### src/rtl/rc4_key_search_ctrl.sv
// ---------------------------------------------------------------------------
// rc4_key_search_ctrl
//
// Top-level sequencer for the RC4 brute-force key search. For each candidate
// key it resets the three phase engines, then runs them in order:
// S-array init, shuffle (KSA swap), and decrypt/check. It also owns the
// single-port S RAM and grants it to whichever engine is in its phase.
// The key steps until the decrypt engine reports a valid plaintext, the key
// range runs out, or a phase hangs past the watchdog limit.
//
// Handshake with the engines (one rule for all three):
//   The controller raises <eng>_start for exactly one cycle in the GO state.
//   The engine raises <eng>_done as a sticky level when finished. The level
//   is only sampled in the matching WAIT state and is cleared by eng_reset.
//   dec_ok is only looked at on the cycle after dec_done was seen (CHECK).
//   At that point dec_done is still high because it is sticky.
//
// Ports:
//   clk, reset             clock, asynchronous active-high reset
//   start                  begin a search (IDLE / FOUND / EXHAUSTED / ERROR)
//   init_done/shuf_done/dec_done, dec_ok   engine status
//   init_*/shuf_*/dec_*    per-engine RAM requests (addr, data, wren)
//   s_address/s_data/s_wren  muxed S RAM port
//   eng_reset              reset to all engines
//   init_start/shuf_start/dec_start  one-cycle start pulses
//   secret_key             current candidate key
//   phase                  0=none, 1=init, 2=shuffle, 3=decrypt
//   busy/found/exhausted/error  status flags
//   dbg_state              raw FSM state, for observation only
// ---------------------------------------------------------------------------
module rc4_key_search_ctrl #(
  parameter logic [23:0] KEY_START   = 24'h000000,
  parameter logic [23:0] KEY_END     = 24'h3FFFFF,
  parameter logic [15:0] WDOG_CYCLES = 16'hFFFF
) (
  input  logic        clk,
  input  logic        reset,
  input  logic        start,
  input  logic        init_done,
  input  logic        shuf_done,
  input  logic        dec_done,
  input  logic        dec_ok,
  input  logic [7:0]  init_addr,
  input  logic [7:0]  init_data,
  input  logic        init_wren,
  input  logic [7:0]  shuf_addr,
  input  logic [7:0]  shuf_data,
  input  logic        shuf_wren,
  input  logic [7:0]  dec_addr,
  input  logic [7:0]  dec_data,
  input  logic        dec_wren,
  output logic [7:0]  s_address,
  output logic [7:0]  s_data,
  output logic        s_wren,
  output logic        eng_reset,
  output logic        init_start,
  output logic        shuf_start,
  output logic        dec_start,
  output logic [23:0] secret_key,
  output logic [1:0]  phase,
  output logic        busy,
  output logic        found,
  output logic        exhausted,
  output logic        error,
  output logic [3:0]  dbg_state
);

  typedef enum logic [3:0] {
    S_IDLE      = 4'd0,
    S_RST_ENG   = 4'd1,
    S_INIT_GO   = 4'd2,
    S_INIT_WAIT = 4'd3,
    S_SHUF_GO   = 4'd4,
    S_SHUF_WAIT = 4'd5,
    S_DEC_GO    = 4'd6,
    S_DEC_WAIT  = 4'd7,
    S_CHECK     = 4'd8,
    S_NEXT_KEY  = 4'd9,
    S_FOUND     = 4'd10,
    S_EXHAUSTED = 4'd11,
    S_ERROR     = 4'd12
  } state_t;

  state_t      r_state;
  state_t      w_state_nxt;
  logic [23:0] r_key;
  logic [23:0] w_key_nxt;
  logic [15:0] r_wdog;
  logic [15:0] w_wdog_nxt;
  logic        w_wdog_last;

  // The watchdog counts the cycles already spent in a WAIT state. On the
  // last allowed cycle without a done, the FSM gives up. The result is
  // exactly WDOG_CYCLES cycles in WAIT before ERROR.
  assign w_wdog_last = (r_wdog == (WDOG_CYCLES - 16'd1));

  // -------------------------------------------------------------------------
  // State, key and watchdog registers
  // -------------------------------------------------------------------------
  always_ff @(posedge clk or posedge reset) begin
    if (reset) begin
      r_state <= S_IDLE;
      r_key   <= KEY_START;
      r_wdog  <= '0;
    end else begin
      r_state <= w_state_nxt;
      r_key   <= w_key_nxt;
      r_wdog  <= w_wdog_nxt;
    end
  end

  // -------------------------------------------------------------------------
  // Next-state logic
  // -------------------------------------------------------------------------
  always_comb begin
    w_state_nxt = r_state;
    w_key_nxt   = r_key;
    w_wdog_nxt  = r_wdog;

    case (r_state)
      // Idle and the terminal states all hold the key and wait for start.
      S_IDLE, S_FOUND, S_EXHAUSTED, S_ERROR: begin
        if (start) begin
          w_state_nxt = S_RST_ENG;
          w_key_nxt   = KEY_START;
        end
      end

      S_RST_ENG: w_state_nxt = S_INIT_GO;

      S_INIT_GO: begin
        w_wdog_nxt  = '0;
        w_state_nxt = S_INIT_WAIT;
      end

      S_INIT_WAIT: begin
        if (init_done) begin
          w_state_nxt = S_SHUF_GO;
        end else if (w_wdog_last) begin
          w_state_nxt = S_ERROR;
        end else begin
          w_wdog_nxt = r_wdog + 16'd1;
        end
      end

      S_SHUF_GO: begin
        w_wdog_nxt  = '0;
        w_state_nxt = S_SHUF_WAIT;
      end

      S_SHUF_WAIT: begin
        if (shuf_done) begin
          w_state_nxt = S_DEC_GO;
        end else if (w_wdog_last) begin
          w_state_nxt = S_ERROR;
        end else begin
          w_wdog_nxt = r_wdog + 16'd1;
        end
      end

      S_DEC_GO: begin
        w_wdog_nxt  = '0;
        w_state_nxt = S_DEC_WAIT;
      end

      S_DEC_WAIT: begin
        if (dec_done) begin
          w_state_nxt = S_CHECK;
        end else if (w_wdog_last) begin
          w_state_nxt = S_ERROR;
        end else begin
          w_wdog_nxt = r_wdog + 16'd1;
        end
      end

      // The range test runs before the increment, so the key never wraps
      // past KEY_END. It also handles KEY_START == KEY_END (one key only).
      S_CHECK: begin
        if (dec_ok) begin
          w_state_nxt = S_FOUND;
        end else if (r_key == KEY_END) begin
          w_state_nxt = S_EXHAUSTED;
        end else begin
          w_state_nxt = S_NEXT_KEY;
        end
      end

      S_NEXT_KEY: begin
        w_key_nxt   = r_key + 24'd1;
        w_state_nxt = S_RST_ENG;
      end

      default: w_state_nxt = S_IDLE;
    endcase
  end

  // -------------------------------------------------------------------------
  // State-decoded outputs
  // -------------------------------------------------------------------------
  always_comb begin
    phase      = 2'd0;
    init_start = 1'b0;
    shuf_start = 1'b0;
    dec_start  = 1'b0;
    busy       = 1'b1;
    found      = 1'b0;
    exhausted  = 1'b0;
    error      = 1'b0;

    case (r_state)
      S_IDLE:      busy = 1'b0;
      S_INIT_GO:   begin phase = 2'd1; init_start = 1'b1; end
      S_INIT_WAIT: phase = 2'd1;
      S_SHUF_GO:   begin phase = 2'd2; shuf_start = 1'b1; end
      S_SHUF_WAIT: phase = 2'd2;
      S_DEC_GO:    begin phase = 2'd3; dec_start = 1'b1; end
      S_DEC_WAIT:  phase = 2'd3;
      S_FOUND:     begin busy = 1'b0; found = 1'b1; end
      S_EXHAUSTED: begin busy = 1'b0; exhausted = 1'b1; end
      S_ERROR:     begin busy = 1'b0; error = 1'b1; end
      default:     busy = 1'b1;
    endcase
  end

  // The engines stay in reset while the controller reset is high. This keeps
  // the dones cleared even before the FSM has passed through RST_ENG.
  assign eng_reset  = reset | (r_state == S_RST_ENG);
  assign secret_key = r_key;
  assign dbg_state  = r_state;

  // -------------------------------------------------------------------------
  // S RAM mux: purely combinational, steered by the phase. A non-granted
  // engine's write enable can never reach the RAM.
  // -------------------------------------------------------------------------
  always_comb begin
    s_address = 8'd0;
    s_data    = 8'd0;
    s_wren    = 1'b0;
    case (phase)
      2'd1: begin
        s_address = init_addr;
        s_data    = init_data;
        s_wren    = init_wren;
      end
      2'd2: begin
        s_address = shuf_addr;
        s_data    = shuf_data;
        s_wren    = shuf_wren;
      end
      2'd3: begin
        s_address = dec_addr;
        s_data    = dec_data;
        s_wren    = dec_wren;
      end
      default: begin
        s_address = 8'd0;
        s_data    = 8'd0;
        s_wren    = 1'b0;
      end
    endcase
  end

endmodule

### config.mk
export PLATFORM = sky130hd
export DESIGN_NAME = rc4_key_search_ctrl
export DESIGN_NICKNAME = d
export VERILOG_FILES = /design/src/rtl/rc4_key_search_ctrl.sv
export SDC_FILE = /design/constraint.sdc
export NUM_CORES = 1
export LEC_CHECK = 0
export CAP_MARGIN = 0
export CORE_MARGIN = 1
export CORE_UTILIZATION = 45
export CTS_CLUSTER_DIAMETER = 100
export DETAILED_ROUTE_END_ITERATION = 8
export PLACE_DENSITY = 0.87
export RECOVER_POWER = 100
export SLEW_MARGIN = 20
export SYNTH_ARGS = -nofsm -noshare
export SYNTH_HDL_FRONTEND = slang
export SYNTH_SLANG_ARGS = --single-unit
### constraint.sdc
create_clock -name clk -period 3.2 [get_ports clk]
set_input_delay 0.48 -clock clk [delete_from_list [all_inputs] [get_ports clk]]
set_output_delay 0.48 -clock clk [all_outputs]
set_load 0.005 [all_outputs]
# Yosys cells after proc, flatten, opt, wreduce, memory -nomap -nowiden
# Cells that the tools add are included.
[word_totals] input_bits=58 out_inout_bits=55 elab_cells=63 register_bits=44
[classes] reduce_logical=10 add_sub_neg=2 bitwise_logic=1 eq_ne=21 mux=26
[ops] op="2-to-1 mux 16 bit" n=4
[ops] op="one-hot mux 16 bit (4 select lines)" n=1
[ops] op="one-hot mux 24 bit (2 select lines)" n=1
[ops] op="one-hot mux 8 bit (3 select lines)" n=2
[ops] op="one-hot mux 4 bit (10 select lines)" n=1
[ops] op="adder 24 x 1 -> 24 bit, second input constant" n=1
[ops] op="equality test 24 x 22 -> 1 bit, second input constant" n=1
[ops] op="2-to-1 mux 24 bit" n=1
[ops] op="equality test 4 bit, second input constant" n=5
[ops] op="2-to-1 mux 4 bit" n=5
[ops] op="adder 16 x 1 -> 16 bit, second input constant" n=1
[ops] op="equality test 16 bit, second input constant" n=1
[ops] op="equality test 4 x 3 -> 1 bit, second input constant" n=4
[ops] op="equality test 4 x 2 -> 1 bit, second input constant" n=2
[ops] op="2-to-1 mux 1 bit" n=7
[ops] op="inequality test 2 bit, second input constant" n=3
[ops] op="one-hot mux 2 bit (3 select lines)" n=1
[ops] op="OR reduction 2 bit" n=3
[ops] op="equality test 2 bit, second input constant" n=2
[ops] op="equality test 4 x 1 -> 1 bit, second input constant" n=1
[ops] op="logical NOT 4 bit" n=1
[ops] op="2-to-1 mux 2 bit" n=2
[ops] op="AND reduction 4 bit" n=1
[ops] op="nonzero test 4 bit" n=1
[ops] op="other kinds (8)" n=8

# Logic depth before layout (Yosys ltp)
[depth] word_depth=5 ltp_mapped=10 ltp_nobuf=7

# Worst setup path before layout
# Ideal clock, no wire load.
[synth_timing] kind="reg-to-output" startpoint="register r_state[2] (netlist: dbg_state[2])" endpoint="output port s_address[2]" path_slack_ns=1.132 path_stages_with_launch=6 arrival_ns=1.588 t_required_ns=2.720 n_path_buf=2 path_cell_list="dfrtp_1 > clkbuf_1 > buf_1 > mux2_2 > a22oi_1 > nor2_1"
[synth_between] elab_chain_cells=5 word_cells_on_any_way=14 classes_between="eq/ne (9); mux (2); reduce/logical (3)"
[synth_lines] element="start: declaration" line="84" text="state_t r_state;"
[synth_lines] element="start signal: assignment" line="106" text="r_state <= w_state_nxt;"
[synth_lines] element="equality test 4 x 3 -> 1 bit / equality test 4 x 2 -> 1 bit (equally long branches)" line="210" text="case (r_state)"
[synth_lines] element="OR reduction 2 bit (no source line)"
[synth_lines] element="one-hot mux 2 bit (3 select lines) *" line="210"
[synth_lines] element="equality test 2 bit / equality test 2 x 1 -> 1 bit (equally long branches)" line="239" text="case (phase)"
[synth_lines] element="one-hot mux 8 bit (3 select lines) *" line="239"
[synth_lines] element="end: declaration" line="52" text="output logic [7:0] s_address,"
# Every way passes the cells marked *; elsewhere a longest branch is shown, timed or not.

# Worst setup path after layout
[layout_timing] startpoint="register r_state[2] (netlist: dbg_state[2])" endpoint="output port s_data[2]"
[layout_between] elab_chain_cells=5 word_cells_on_any_way=14 classes_between="eq/ne (9); mux (2); reduce/logical (3)"
[layout_lines] element="equality test 4 x 3 -> 1 bit / equality test 4 x 2 -> 1 bit (equally long branches)" line="210"
[layout_lines] element="OR reduction 2 bit (no source line)"
[layout_lines] element="one-hot mux 2 bit (3 select lines) *" line="210"
[layout_lines] element="equality test 2 bit / equality test 2 x 1 -> 1 bit (equally long branches)" line="239"
[layout_lines] element="one-hot mux 8 bit (3 select lines) *" line="239"
[layout_lines] element="end: declaration" line="53" text="output logic [7:0] s_data,"
# Marks and branches as above.

==> key figures <==
Synth
  – Largest area contributor in the netlist: dfrtp_1
  – Number of synthesized flops with an enable pin: 0
  – Syn Area/Cell: 8.54 µm²
  – Post-synth top cells: dfrtp_1 (44), nand3_1 (30), nand2_1 (29), nor2_1 (28), o21ai_0 (22)
  – Seq cells post-synth: 44
  – Yosys warns: 0
  – Synth cell types: approximately 50
  – Synthesized area: 3010 µm²
  – Area contributors post-synth: dfrtp_1 (37%), mux2_2 (6.4%), nand3_1 (5.0%), a22oi_1 (4.7%), o21ai_0 (3.7%)
  – Register area share after synthesis: 36.6%
  – Synth top area share: 36.6%
  – Syn Nets: a little over 400
  – Top_reg_cell synth: dfrtp_1
  – Most common cell in the netlist: dfrtp_1
  – Synth Instances: 352
  – FFs w/ async S/R, synth: 100%

STA
  – Final WS setup: 0.302 ns
  – Final min period: around 2.9 ns
  – Fin crit share: 90.5%
  – Pins over their slew limit: 0
  – Slew headroom: 25.6%
  – Max Fclk: roughly 350 MHz
  – Unrepaired setup endpoints after global routing: no
  – Final-report setup violation count: 0
  – Total negative setup slack: 0 ns
  – Fin. Hold Viols: 0
  – Layout Skew: 0.00772 ns
  – Slew @ Worst Pin: ~1.1 ns

Worst setup path
  – CP arrival: 2.42 ns
  – CP max FO: 10
  – Worst path bufs/invs: 2
  – CP Capture Type: primary output
  – WP data required: 2.72 ns
  – CP max stage delay: 0.57 ns
  – Delay-heaviest family, CP: buffers and inverters
  – Crit-path slowest cell: dlygate4sd3_1
  – Worst setup path class: flop to primary output
  – Critical Path, Cell by Cell: nor2b_1, clkbuf_1, a22oi_1, nor2_1, dlygate4sd3_1
  – CP startpoint kind: flop

Clock tree
  – CTS max path bufs: 2
  – Number of hold buffers added after cts: 0
  – CTS buffer count: 5
  – Insertion delay to the later sink of the worst-skew pair: 0.31 ns
  – Setup Buffers After CTS: 0
  – CTS tree: yes
  – Resized Gates After CTS: 0
  – Root Buffer: clkbuf_8
  – Clk sinks: 44
  – CTS H-tree lvls: 2
  – Clock slew at reported path FFs: 0.09 ns

Placed design
  – Final HPWL DP: 6200 µm
  – Port Buffer Count: roughly 110
  – Routability-driven placement congestion ratio: 0.872
  – DP Worst Slack: 0.655 ns

Run status
  – Run status: completed

Floorplan
  – Die X: around 84 µm
  – Core Box Area: 6390 µm²
  – Initial Utilization: a little under half
  – Die footprint: 7010 µm²
  – Chip height: 83.7 µm
  – Number of core rows: 29
  – Boundary pin count: between 100 and 150

Job
  – Max cap viols: 0

GRT
  – First-pass GRT wire length: 14600 µm
  – Number of global-route vias before repair: 3223
  – Largest net degree at the start of global routing: 45
  – Initial antenna violation count: 0
  – Most Crowded Layer GR: met2
  – GRT overflow: 0
  – Grt met3 use: 5.84%
  – Grt met2 use: between 40% and 50%
  – Routing usage on met1: a little under a third
  – GRT Total Usage: approximately a quarter

Pwr
  – PD cells: 760 nW/µm²
  – IR Drop Worst-Case VDD: around 0.00040 V
  – Leak: 1.80 nW

Finish
  – # nets final: 516
  – Ant diodes: 0
  – Share of cells above drive strength 1: 7.68%
  – Sequential cell area: 1100 µm²
  – FILL cells: 501
  – Syn-to-layout area delta: 41.7%
  – Area of the multi-input gates: around 1700 µm²

Drt
  – Starting DRT DRC Count: 185
  – DRT antenna net count: 0
  – DRC viols: 0
  – Vias: 3261
  – Drt pass-1 iters: 5
  – Routed WL: 8730 µm
  – Via/cell ratio: around 6
  – DR WL/cell: ~16 µm

Worst hold path
  – Hold Crit Class: flop to flop
kinds of logic (layout without fill, tap and decap cells):
logic type	count (synthesis)	count (layout)	synth area share, %
buffers and inverters	32	136	4.95
AND/OR/NAND/NOR	157	157	28.4
AO/OA/AOI/OAI	91	91	20.1
adder cells (fa/ha/maj)	3	3	1.25
multiplexers	18	18	6.70
XOR/XNOR	7	7	2.04
flip-flops	44	44	36.6
cells in the final DEF, fill, tap and decap left out, drive strengths merged, types with 3 or more instances in the layout:
cell type	n
o211ai	7
nand2	29
dfrtp	44
and4	5
or3	7
nor2b	5
mux2	17
nor3	8
o31ai	11
buf	5
a22oi	19
and2	6
nor2	28
ha	3
a21oi	15
and3	4
nand3	30
nor3b	4
nand4	17
o21ai	22
or4	6
a21o	3
clkbuf	8
o22ai	3
xnor2	5
inv	9
a211oi	3
clkdlybuf4s50	60
dlygate4sd3	52
cell type report:
| type | instances | area share (%) |
|---|---|---|
| multi-input cells | 276 | 41.0 |
| repair buffers | 120 | 27.5 |
| flip-flops and latches | 44 | 25.9 |
| well taps | 77 | 2.26 |
| clock buffers | 5 | 1.62 |
| clock inverters | 3 | 1.09 |
| inverters | 8 | 0.705 |
power breakdown:
group          internal (mW)  leakage (nW)  switching, mW
Clock                  0.236        0.0548          0.218
Sequential             0.730         0.594          0.277
Combinational          0.917          1.15          0.860
stage by stage:
stage,instances,hold WS (ns),utilization [%],total power [mW],instance area [µm²]
finish,533,0.513,66.7,3.24,4260
global route,533,0.536,66.7,3.48,4260
CTS,533,0.515,67.0,3.38,4280
detailed placement,525,0.498,65.2,2.91,4170
global placement,525,0.496,65.2,2.86,4170
floorplan,352,0.492,-,1.97,3010
state kept, by name, summed over array words and instances, names as in the netlist:
name	flops
r_wdog	16
dbg_state	4
secret_key	24
per-layer routing:
layer	wire length, µm	up-vias
li1	-	1533
met1	3680	1593
met2	4380	117
met3	489	18
met4	187	0
met5	0	-
worst paths after layout:
path | slack (ns) | cells after the start | start | end
min reg2reg | 0.51 | 1 | secret_key[23] | secret_key[23]
max | 0.30 | 5 | dbg_state[2] | s_data[2]
max reg2reg | 0.68 | 6 | dbg_state[2] | r_wdog[14]
min | 0.51 | 1 | secret_key[23] | secret_key[23]
max in group asynchronous | 1.45 | 3 | reset | dbg_state[2]
min in group asynchronous | 1.07 | 3 | reset | secret_key[4]
Power figures use the tool's default switching activity.
